<file path="config.mk">
export PLATFORM = sky130hd
export DESIGN_NAME = id_hazard_unit
export DESIGN_NICKNAME = d
export VERILOG_FILES = /design/src/rtl/id_hazard_unit_pkg.sv /design/src/rtl/id_hazard_unit_fwd_sel.sv /design/src/rtl/id_hazard_unit.sv
export SDC_FILE = /design/constraint.sdc
export NUM_CORES = 1
export LEC_CHECK = 0
export ABC_AREA = 0
export BUFFER_PORTS_ARGS = -buffer_cell sky130_fd_sc_hd__buf_4
export CAP_MARGIN = 5
export CORE_AREA = 2 2 70 72
export CTS_BUF_LIST = sky130_fd_sc_hd__clkbuf_8
export DETAILED_ROUTE_END_ITERATION = 16
export DIE_AREA = 0 0 72 74
export PLACE_DENSITY = 0.78
export REMOVE_ABC_BUFFERS = 1
export SYNTH_ARGS = -nofsm -noshare
export SYNTH_HDL_FRONTEND = slang
export SYNTH_SLANG_ARGS = --single-unit
</file>
<file path="constraint.sdc">
create_clock -name clk -period 2.6 [get_ports clk]
set_input_delay 0.39 -clock clk [delete_from_list [all_inputs] [get_ports clk]]
set_output_delay 0.39 -clock clk [all_outputs]
set_load 0.05 [all_outputs]
</file>
<file path="src/rtl/id_hazard_unit_pkg.sv">
// -----------------------------------------------------------------------------
// id_hazard_unit_pkg
// Shared definitions for the ID-stage hazard / forwarding controller.
//   ZERO_REG      : register index that never creates a dependency (XZR)
//   FWD_*         : EX operand select encodings driven by the hazard unit
//   pipe_entry_t  : shadow copy of one in-flight instruction's write info
//   entry_writes  : "does this in-flight entry produce register r?"
// -----------------------------------------------------------------------------
package id_hazard_unit_pkg;

  localparam logic [4:0] ZERO_REG = 5'd31;

  // EX operand select: regfile, EX/MEM pipeline register, MEM/WB pipeline register
  localparam logic [1:0] FWD_RF    = 2'b00;
  localparam logic [1:0] FWD_EXMEM = 2'b10;
  localparam logic [1:0] FWD_MEMWB = 2'b01;

  typedef struct packed {
    logic       valid;
    logic [4:0] rd;
    logic       regwrite;
    logic       memread;
  } pipe_entry_t;

  localparam pipe_entry_t PIPE_BUBBLE = '{valid: 1'b0, rd: 5'd0, regwrite: 1'b0, memread: 1'b0};

  // An entry produces r only if it is live, writes a register, targets r,
  // and r is not the hardwired zero register.
  function automatic logic entry_writes(input pipe_entry_t e,
                                        input logic [4:0]  r,
                                        input logic [4:0]  zero_reg);
    return e.valid && e.regwrite && (e.rd == r) && (r != zero_reg);
  endfunction

endpackage

</file>
<file path="src/rtl/id_hazard_unit_fwd_sel.sv">
// -----------------------------------------------------------------------------
// hazard_fwd_sel
// Combinational forwarding decision for one source operand of the instruction
// currently in ID, evaluated against the EX / MEM / WB shadow entries.
// Ports:
//   src       in  5  source register index
//   src_en    in  1  source is actually read and ID holds a real instruction
//   ex_e      in     EX shadow entry
//   mem_e     in     MEM shadow entry
//   wb_e      in     WB shadow entry
//   fwd_sel   out 2  select to register for EX next cycle
//   load_hit  out 1  source depends on a load that is currently in EX
// -----------------------------------------------------------------------------
module hazard_fwd_sel
  import id_hazard_unit_pkg::*;
#(
  parameter logic [4:0] ZERO_REG = id_hazard_unit_pkg::ZERO_REG
) (
  input  logic [4:0]  src,
  input  logic        src_en,
  input  pipe_entry_t ex_e,
  input  pipe_entry_t mem_e,
  input  pipe_entry_t wb_e,
  output logic [1:0]  fwd_sel,
  output logic        load_hit
);

  logic ex_hit;
  logic mem_hit;
  logic wb_hit;

  // Match the source against each in-flight producer and pick the youngest one.
  always_comb begin
    ex_hit   = 1'b0;
    mem_hit  = 1'b0;
    wb_hit   = 1'b0;
    fwd_sel  = FWD_RF;
    load_hit = 1'b0;

    if (src_en) begin
      ex_hit  = entry_writes(ex_e,  src, ZERO_REG);
      mem_hit = entry_writes(mem_e, src, ZERO_REG);
      wb_hit  = entry_writes(wb_e,  src, ZERO_REG);
    end else begin
      ex_hit  = 1'b0;
      mem_hit = 1'b0;
      wb_hit  = 1'b0;
    end

    load_hit = ex_hit && ex_e.memread;

    if (ex_hit && !ex_e.memread) begin
      // ALU producer moves to MEM next cycle; take its EX/MEM result
      fwd_sel = FWD_EXMEM;
    end else if (ex_hit) begin
      // load data is not ready yet; the top stalls and EX gets a bubble
      fwd_sel = FWD_RF;
    end else if (mem_hit) begin
      fwd_sel = FWD_MEMWB;
    end else if (wb_hit) begin
      // regfile write-through bypass already delivers the WB value
      fwd_sel = FWD_RF;
    end else begin
      fwd_sel = FWD_RF;
    end
  end

endmodule

</file>
<file path="src/rtl/id_hazard_unit.sv">
// -----------------------------------------------------------------------------
// id_hazard_unit
// Hazard and forwarding controller sitting after ID register select. It keeps
// a registered shadow of destination writes in EX, MEM and WB, raises a
// one-cycle stall on load-use dependencies, and registers the EX operand
// forwarding selects alongside the instruction entering EX.
// Ports:
//   clk, reset                  clock, synchronous active-high reset
//   id_valid                    ID holds a real instruction
//   id_rf1 / id_rf1_used        first source register and its read enable
//   id_rf2 / id_rf2_used        second source register and its read enable
//   id_rd / id_regwrite         destination register and its write enable
//   id_memread                  ID instruction is a load
//   flush                       taken branch in EX; ID instruction is killed
//   stall                       (comb) hold PC and IF/ID, bubble into EX
//   id_ready                    (comb) !stall
//   fwd_a / fwd_b               (reg) EX operand selects
//   ex_valid                    (reg) EX holds a non-bubble instruction
//   stall_count                 (reg) saturating count of stall cycles
// -----------------------------------------------------------------------------
module id_hazard_unit #(
  parameter logic [4:0]  ZERO_REG = id_hazard_unit_pkg::ZERO_REG,
  parameter int unsigned CNT_W    = 32
) (
  input  logic             clk,
  input  logic             reset,
  input  logic             id_valid,
  input  logic [4:0]       id_rf1,
  input  logic             id_rf1_used,
  input  logic [4:0]       id_rf2,
  input  logic             id_rf2_used,
  input  logic [4:0]       id_rd,
  input  logic             id_regwrite,
  input  logic             id_memread,
  input  logic             flush,
  output logic             stall,
  output logic             id_ready,
  output logic [1:0]       fwd_a,
  output logic [1:0]       fwd_b,
  output logic             ex_valid,
  output logic [CNT_W-1:0] stall_count
);

  import id_hazard_unit_pkg::*;

  localparam logic [CNT_W-1:0] CNT_MAX = {CNT_W{1'b1}};
  localparam logic [CNT_W-1:0] CNT_ONE = {{(CNT_W-1){1'b0}}, 1'b1};

  pipe_entry_t      ex_q, ex_d;
  pipe_entry_t      mem_q, mem_d;
  pipe_entry_t      wb_q, wb_d;
  logic [1:0]       fwd_a_q, fwd_a_d;
  logic [1:0]       fwd_b_q, fwd_b_d;
  logic [CNT_W-1:0] stall_count_q, stall_count_d;

  logic       src1_en;
  logic       src2_en;
  logic [1:0] sel_a;
  logic [1:0] sel_b;
  logic       load_hit_a;
  logic       load_hit_b;
  logic       stall_s;

  // Sources only count as dependencies when actually read by a real instruction.
  always_comb begin
    src1_en = id_valid && id_rf1_used;
    src2_en = id_valid && id_rf2_used;
  end

  hazard_fwd_sel #(
    .ZERO_REG (ZERO_REG)
  ) u_sel_a (
    .src      (id_rf1),
    .src_en   (src1_en),
    .ex_e     (ex_q),
    .mem_e    (mem_q),
    .wb_e     (wb_q),
    .fwd_sel  (sel_a),
    .load_hit (load_hit_a)
  );

  hazard_fwd_sel #(
    .ZERO_REG (ZERO_REG)
  ) u_sel_b (
    .src      (id_rf2),
    .src_en   (src2_en),
    .ex_e     (ex_q),
    .mem_e    (mem_q),
    .wb_e     (wb_q),
    .fwd_sel  (sel_b),
    .load_hit (load_hit_b)
  );

  // Load-use stall; a flush kills the consumer, so there is nothing to hold.
  always_comb begin
    stall_s = (load_hit_a || load_hit_b) && !flush;
  end

  // Next state of the shadow pipeline, forwarding selects and stall counter.
  always_comb begin
    ex_d          = PIPE_BUBBLE;
    fwd_a_d       = FWD_RF;
    fwd_b_d       = FWD_RF;
    mem_d         = ex_q;
    wb_d          = mem_q;
    stall_count_d = stall_count_q;

    if (id_valid && !stall_s && !flush) begin
      ex_d.valid    = 1'b1;
      ex_d.rd       = id_rd;
      ex_d.regwrite = id_regwrite;
      ex_d.memread  = id_memread;
      fwd_a_d       = sel_a;
      fwd_b_d       = sel_b;
    end else begin
      ex_d    = PIPE_BUBBLE;
      fwd_a_d = FWD_RF;
      fwd_b_d = FWD_RF;
    end

    if (stall_s && (stall_count_q != CNT_MAX)) begin
      stall_count_d = stall_count_q + CNT_ONE;
    end else begin
      stall_count_d = stall_count_q;
    end
  end

  // State registers; reset clears every entry and counter.
  always_ff @(posedge clk) begin
    if (reset) begin
      ex_q          <= PIPE_BUBBLE;
      mem_q         <= PIPE_BUBBLE;
      wb_q          <= PIPE_BUBBLE;
      fwd_a_q       <= FWD_RF;
      fwd_b_q       <= FWD_RF;
      stall_count_q <= {CNT_W{1'b0}};
    end else begin
      ex_q          <= ex_d;
      mem_q         <= mem_d;
      wb_q          <= wb_d;
      fwd_a_q       <= fwd_a_d;
      fwd_b_q       <= fwd_b_d;
      stall_count_q <= stall_count_d;
    end
  end

  // Output drive: stall/ready are same-cycle, the rest come straight from flops.
  always_comb begin
    stall       = stall_s;
    id_ready    = !stall_s;
    fwd_a       = fwd_a_q;
    fwd_b       = fwd_b_q;
    ex_valid    = ex_q.valid;
    stall_count = stall_count_q;
  end

endmodule

</file>
==> results of run 1 <==
## per-layer routing
layer / up-vias / share of wire, %
met3: 10 / 5.8
li1: 1144 / -
met2: 68 / 49
met1: 1059 / 44
met4: 0 / 1.4
met5: - / 0
## worst reg2reg max path, cell delays in order, from the launching register on
cell and delay, ps:
dfxtp_1 440, nand4_2 170, or3_1 480, or3_1 500, nor4_1 260, mux2_2 370
## stage by stage
stage	power (W)	cell area [um^2]	hold WS, ps	setup TNS (ps)
3_3_place_gp	0.000883	2940	438	0
2_1_floorplan	0.000836	2380	429	-229
5_1_grt	0.00155	3070	277	0
3_5_place_dp	0.000884	2940	450	0
4_1_cts	0.00152	3070	271	0
6_report	0.00150	3070	279	0
## report_power, final
group / switching, W / total [W] / leakage (nW) / internal [W]
combinational: 0.0000365 / 0.0000755 / 0.703 / 0.0000389
clock: 0.000258 / 0.000638 / 0.0695 / 0.000381
sequential: 0.00000466 / 0.000791 / 0.412 / 0.000786
total: 0.000299 / 0.00150 / 1.18 / 0.00121
## cell type report
cell class | count | share of cell area [%]
multi-input combinational | 210 | 43.4
timing repair buffer | 64 | 16.1
tap | 54 | 2.20
inverter | 6 | 0.734
sequential | 51 | 33.3
clock inverter | 3 | 2.08
clock buffer | 5 | 2.24
## cells in the mapped netlist
master and count:
o211a_1 1, clkbuf_1 10, inv_1 6, nand3_1 9, mux2_2 3, or2_2 1
nand4_1 10, o31a_1 1, ha_1 1, dfxtp_1 51, and4_1 7, a21oi_1 26
mux2i_1 1, clkbuf_2 1, o31ai_1 15, nand3b_1 1, xnor2_1 7, nor2b_1 11
nor4_1 5, and3_1 6, o21a_1 1, and2_1 9, nor3b_1 2, o21ai_1 1
a31oi_1 2, or3_1 12, nand4b_1 1, nor3_1 3, nand2_1 17, buf_2 2
or4_1 14, o211ai_2 1, nor2_1 15, nand4_2 1, o21ai_0 11, buf_4 2
xor2_1 14, o21ba_2 1
## cell families after synthesis
logic type | after synthesis | share of synthesized area, %
xor gates and xnor gates | 21 | 7.53
muxes | 4 | 1.79
DFF | 51 | 41.8
adders and majority gates | 1 | 0.512
and+or+nand+nor | 124 | 29.8
buffers and inverters | 21 | 3.69
AOI/OAI and AO/OA | 60 | 14.9
## worst paths after layout
path,start,endpoint,slack (ps),cells past startpoint
hold reg to reg,ex_q[1],mem_q[1],470,1
setup / recovery,ex_q[6],stall,210,6
setup reg to reg,stall_count[9],stall_count[28],280,5
hold / removal,id_rd[1],ex_q[3],280,2
## registers in the layout, indices dropped and copies added, names as in the netlist
| name | flops |
|---|---|
| ex_q | 7 |
| ex_valid | 1 |
| fwd_a | 2 |
| fwd_b | 2 |
| mem_q | 7 |
| stall_count | 32 |
==> impl_metrics.env, run 1 <==
export IMPL_busiest_layer="met2"
export IMPL_dp_hpwl_um=3890
export IMPL_cts_resized=0
export IMPL_die_x_um=72
export IMPL_regArea_mm2=0.00102
export IMPL_start_kind="register"
export IMPL_mostFrequentLayoutCell="buf_4"
export IMPL_outcome="finished, final reports clean"
export IMPL_final_cells=393
export IMPL_cts_tree="yes"
export IMPL_holdBufCountCts=0
export IMPL_hold_viol_final=0
export IMPL_cp_max_fo=9
export IMPL_io_pins=62
export IMPL_cp_end_kind="output pin"
export IMPL_remaining_drc_errors=0
export IMPL_drv_slew=0
export IMPL_io_buffers=61
export IMPL_crit_chain="xor2_1 > nor4_1 > and4_1 > o21ai_1 > inv_1 > buf_4"
export IMPL_hp_class="in2reg"
export IMPL_crit_path_top_delay_cell="dfxtp_1"
export IMPL_syn_area_mm2=0.00244
export IMPL_antenna_found_initial=0
export IMPL_setup_viol_count_final=0
export IMPL_globalplace_congestion=0.890
export IMPL_post_cts_buffers=0
export IMPL_initial_utilization_pct=53.1
export IMPL_wl_per_cell_um=13.9
export IMPL_crit_type="reg2out"
export IMPL_die_h_um=74
export IMPL_synth_top_area_share_pct=41.8
export IMPL_tightest_slew_ps=544
export IMPL_dr_total_vias=2281
export IMPL_drt_vias_per_instance=5.80
export IMPL_finClkSkew_ps=4.48
export IMPL_htree_num_levels=2
export IMPL_grt_max_degree=47
export IMPL_place_ws_ps=223
export IMPL_cts_clk_slew_worst_paths_ps=90
export IMPL_ctsRootBufferMaster="clkbuf_8"
export IMPL_met3_usage_pct=3.93
export IMPL_dr_pass1_iters=4
export IMPL_fin_crit_sh_pct=91.7
export IMPL_coreArea_mm2=0.00460
export IMPL_cp_required_ps=2210
export IMPL_clk_latency_ps=310
export IMPL_power_density_mw_per_mm2=490
export IMPL_synth_area_leaders="dfxtp_1, a21oi_1, xor2_1"
export IMPL_fin_util_pct=66.7
export IMPL_syn_instance_count=282
export IMPL_cts_sinks=51
export IMPL_crit_arrival_ps=2000
export IMPL_grt_overflow=0
export IMPL_max_slew_margin_pct=63.5
export IMPL_grt_pass1_wl_um=8700
export IMPL_grt_use_total_pct=20.6
export IMPL_clockBufferDepth=2
export IMPL_yosysWarningCount=0
export IMPL_synth_cell_types=38
export IMPL_area_delta_synth_final_pct=25.6
export IMPL_fin_ws_ps=215
export IMPL_totalWireLength_um=5450
export IMPL_p_leak_nw=1.18
export IMPL_rsz0062_at_grt="no"
export IMPL_met1_usage_pct=25.6
export IMPL_min_period_ps=2390
export IMPL_final_antenna_net_count=0
export IMPL_multiInputGateArea_mm2=0.00133
export IMPL_grt_pass1_vias=1982
export IMPL_use_met2_pct=36.0
export IMPL_cpPeakStageDelay_ps=350
export IMPL_synth_top_area_cell="dfxtp_1"
export IMPL_nets=362
export IMPL_nFillCells=383
export IMPL_crit_family="simple AND/OR/NAND/NOR gates"
export IMPL_drt_iter0_drc=164
export IMPL_cts_buffers=5
export IMPL_drive_gt1_share_pct=23.0
export IMPL_row_count=25
export IMPL_critPathBufInv=2
export IMPL_ys_seq_area_share_pct=41.8
export IMPL_vdd_ir_drop_max_mv=0.385
export IMPL_placedCellCount=385
export IMPL_fmax_ghz=0.419
export IMPL_synth_seq_cells=51
export IMPL_num_antenna_cells=0
export IMPL_cap_violations=0
export IMPL_final_cell_mix="buf_4, dfxtp_1, a21oi_1, nand2_1"
export IMPL_dieArea_mm2=0.00533
export IMPL_synth_area_per_cell_um2=8.67
(Power assumes the default switching activity.)
==> run 2, diff against run 1 <==
--- a/config.mk
+++ b/config.mk
@@ -8,11 +8,12 @@
 export ABC_AREA = 0
 export BUFFER_PORTS_ARGS = -buffer_cell sky130_fd_sc_hd__buf_4
 export CAP_MARGIN = 5
-export CORE_AREA = 2 2 70 72
+export CORE_AREA = 2 2 91 93
 export CTS_BUF_LIST = sky130_fd_sc_hd__clkbuf_8
 export DETAILED_ROUTE_END_ITERATION = 16
-export DIE_AREA = 0 0 72 74
-export PLACE_DENSITY = 0.78
+export DIE_AREA = 0 0 93 95
+export PLACE_DENSITY = 0.49
+export RECOVER_POWER = 25
 export REMOVE_ABC_BUFFERS = 1
 export SYNTH_ARGS = -nofsm -noshare
 export SYNTH_HDL_FRONTEND = slang
==> impl_metrics.env, run 2 (same netlist as run 1, synthesis figures left out) <==
export IMPL_cts_clk_slew_worst_paths_ps=90
export IMPL_drt_vias_per_instance=5.05
export IMPL_post_cts_buffers=0
export IMPL_grt_pass1_wl_um=10100
export IMPL_fmax_ghz=0.424
export IMPL_fin_area_mm2=0.00305
export IMPL_holdBufCountCts=0
export IMPL_globalplace_congestion=0.906
export IMPL_finClkSkew_ps=10.3
export IMPL_wl_per_cell_um=13.7
export IMPL_grt_pass1_vias=2149
export IMPL_clk_latency_ps=300
export IMPL_wl_met1_um=2760
export IMPL_max_slew_margin_pct=15.4
export IMPL_highest_layer="met4"
export IMPL_mostFrequentLayoutCell="dfxtp_1"
export IMPL_p_leak_nw=1.10
export IMPL_die_h_um=95
export IMPL_cp_required_ps=2210
export IMPL_grt_overflow=0
export IMPL_cp_startpoint="ex_q[6]"
export IMPL_rrSetupSlack_ps=270
export IMPL_dr_wl_met3_um=300
export IMPL_vdd_ir_drop_max_mv=0.216
export IMPL_dp_hpwl_um=4500
export IMPL_die_x_um=93
export IMPL_grt_use_total_pct=14.2
export IMPL_cp_end_kind="output pin"
export IMPL_min_period_ps=2360
export IMPL_holdPathStages=2
export IMPL_dieArea_mm2=0.00884
export IMPL_largest_register_ffs=32
export IMPL_cts_sinks=51
export IMPL_nets=365
export IMPL_crit_arrival_ps=1970
export IMPL_final_cell_mix="dfxtp_1, buf_4, a21oi_1, nand2_1, clkbuf_1"
export IMPL_initial_utilization_pct=30.8
export IMPL_cp_max_fo=9
export IMPL_io_pins=62
export IMPL_cpPeakStageDelay_ps=370
export IMPL_nFillCells=863
export IMPL_endpoint="stall"
export IMPL_dr_pass1_iters=4
export IMPL_tightest_slew_ps=1270
export IMPL_rr_startpoint="stall_count[9]"
export IMPL_power_density_mw_per_mm2=432
export IMPL_power_w=0.00132
export IMPL_clockBufferDepth=2
export IMPL_antenna_found_initial=0
export IMPL_crit_type="reg2out"
export IMPL_rsz0062_at_grt="no"
export IMPL_totalWireLength_um=6120
export IMPL_drv_slew=0
export IMPL_cts_buffers=5
export IMPL_placed_area_mm2=0.00302
export IMPL_drive_gt1_share_pct=19.3
export IMPL_reg2regPathDepth=6
export IMPL_fin_ws_ps=244
export IMPL_drt_iter0_drc=88
export IMPL_coreArea_mm2=0.00793
export IMPL_place_ws_ps=166
export IMPL_row_count=33
export IMPL_worstReg2RegEnd="stall_count[31]"
export IMPL_num_antenna_cells=0
export IMPL_hold_viol_final=0
export IMPL_cap_violations=0
export IMPL_final_cells=447
export IMPL_setup_viol_count_final=0
export IMPL_fin_util_pct=38.5
export IMPL_crit_path_top_delay_cell="and4_1"
export IMPL_placedCellCount=439
export IMPL_area_delta_synth_final_pct=24.9
export IMPL_htree_num_levels=2
export IMPL_cts_tree="yes"
export IMPL_hp_class="in2reg"
export IMPL_final_antenna_net_count=0
export IMPL_fin_crit_sh_pct=90.6
export IMPL_crit_chain="xor2_1 > nor4_1 > and4_1 > o21ai_2 > inv_1 > buf_4"
export IMPL_wl_met2_um=2980
export IMPL_outcome="finished, final reports clean"
export IMPL_grt_max_degree=47
export IMPL_remaining_drc_errors=0
export IMPL_dr_total_vias=2258
export IMPL_io_buffers=61
export IMPL_ctsRootBufferMaster="clkbuf_8"
export IMPL_start_kind="register"
[run 2: per-layer routing]
metal	up-vias	global-route usage, %
met5	-	0
met4	0	4.29
met2	57	24.8
met3	6	2.79
li1	1151	-
met1	1044	17.8
[run 2: critical path, delay by kind of cell (launching register included)]
family                    cells  cell delay (ps)
DFF                           1              360
and+or+nand+nor               2              670
AOI/OAI and AO/OA             1              170
xor gates and xnor gates      1              160
buffers and inverters         2              310
[run 2: how the worst min path moves through the flow]
| stage | startpoint | end | slack (ps) |
|---|---|---|---|
| 2_1_floorplan | ex_q[1] | mem_q[1] | 430 |
| 5_1_grt | id_rd[3] | ex_q[5] | 270 |
| 6_report | id_rd[3] | ex_q[5] | 280 |
| 3_3_place_gp | ex_q[1] | mem_q[1] | 450 |
| 4_1_cts | id_rd[3] | ex_q[5] | 270 |
| 3_5_place_dp | ex_q[1] | mem_q[1] | 450 |
[run 2: timing repair]
| action | 4_1_cts | 5_1_grt |
|---|---|---|
| setup endpoints to repair | 0 | 1 |
| hold endpoints to repair | 0 | 0 |
| gates resized for setup | 0 | 1 |
[run 2: where the power goes]
part           switching [W]  internal, W  leakage (nW)  total (W)
Combinational      0.0000381    0.0000389         0.648  0.0000771
Clock               0.000263     0.000188        0.0402   0.000450
Sequential        0.00000479     0.000786         0.412   0.000791
[run 2: cell type report]
type | count | area, um^2 | area share (%)
clock inverter | 3 | 20.0 | 0.656
inverter | 6 | 22.5 | 0.738
clock buffer | 5 | 68.8 | 2.26
sequential | 51 | 1020 | 33.5
multi-input combinational | 210 | 1340 | 43.8
timing repair buffer | 67 | 452 | 14.8
tap | 105 | 131 | 4.31
[run 2: through the flow]
| stage | hold WS [ps] | setup TNS (ps) |
|---|---|---|
| floorplan | 429 | -229 |
| global placement | 450 | 0 |
| detailed placement | 449 | 0 |
| CTS | 271 | 0 |
| global route | 268 | 0 |
| finish | 284 | 0 |
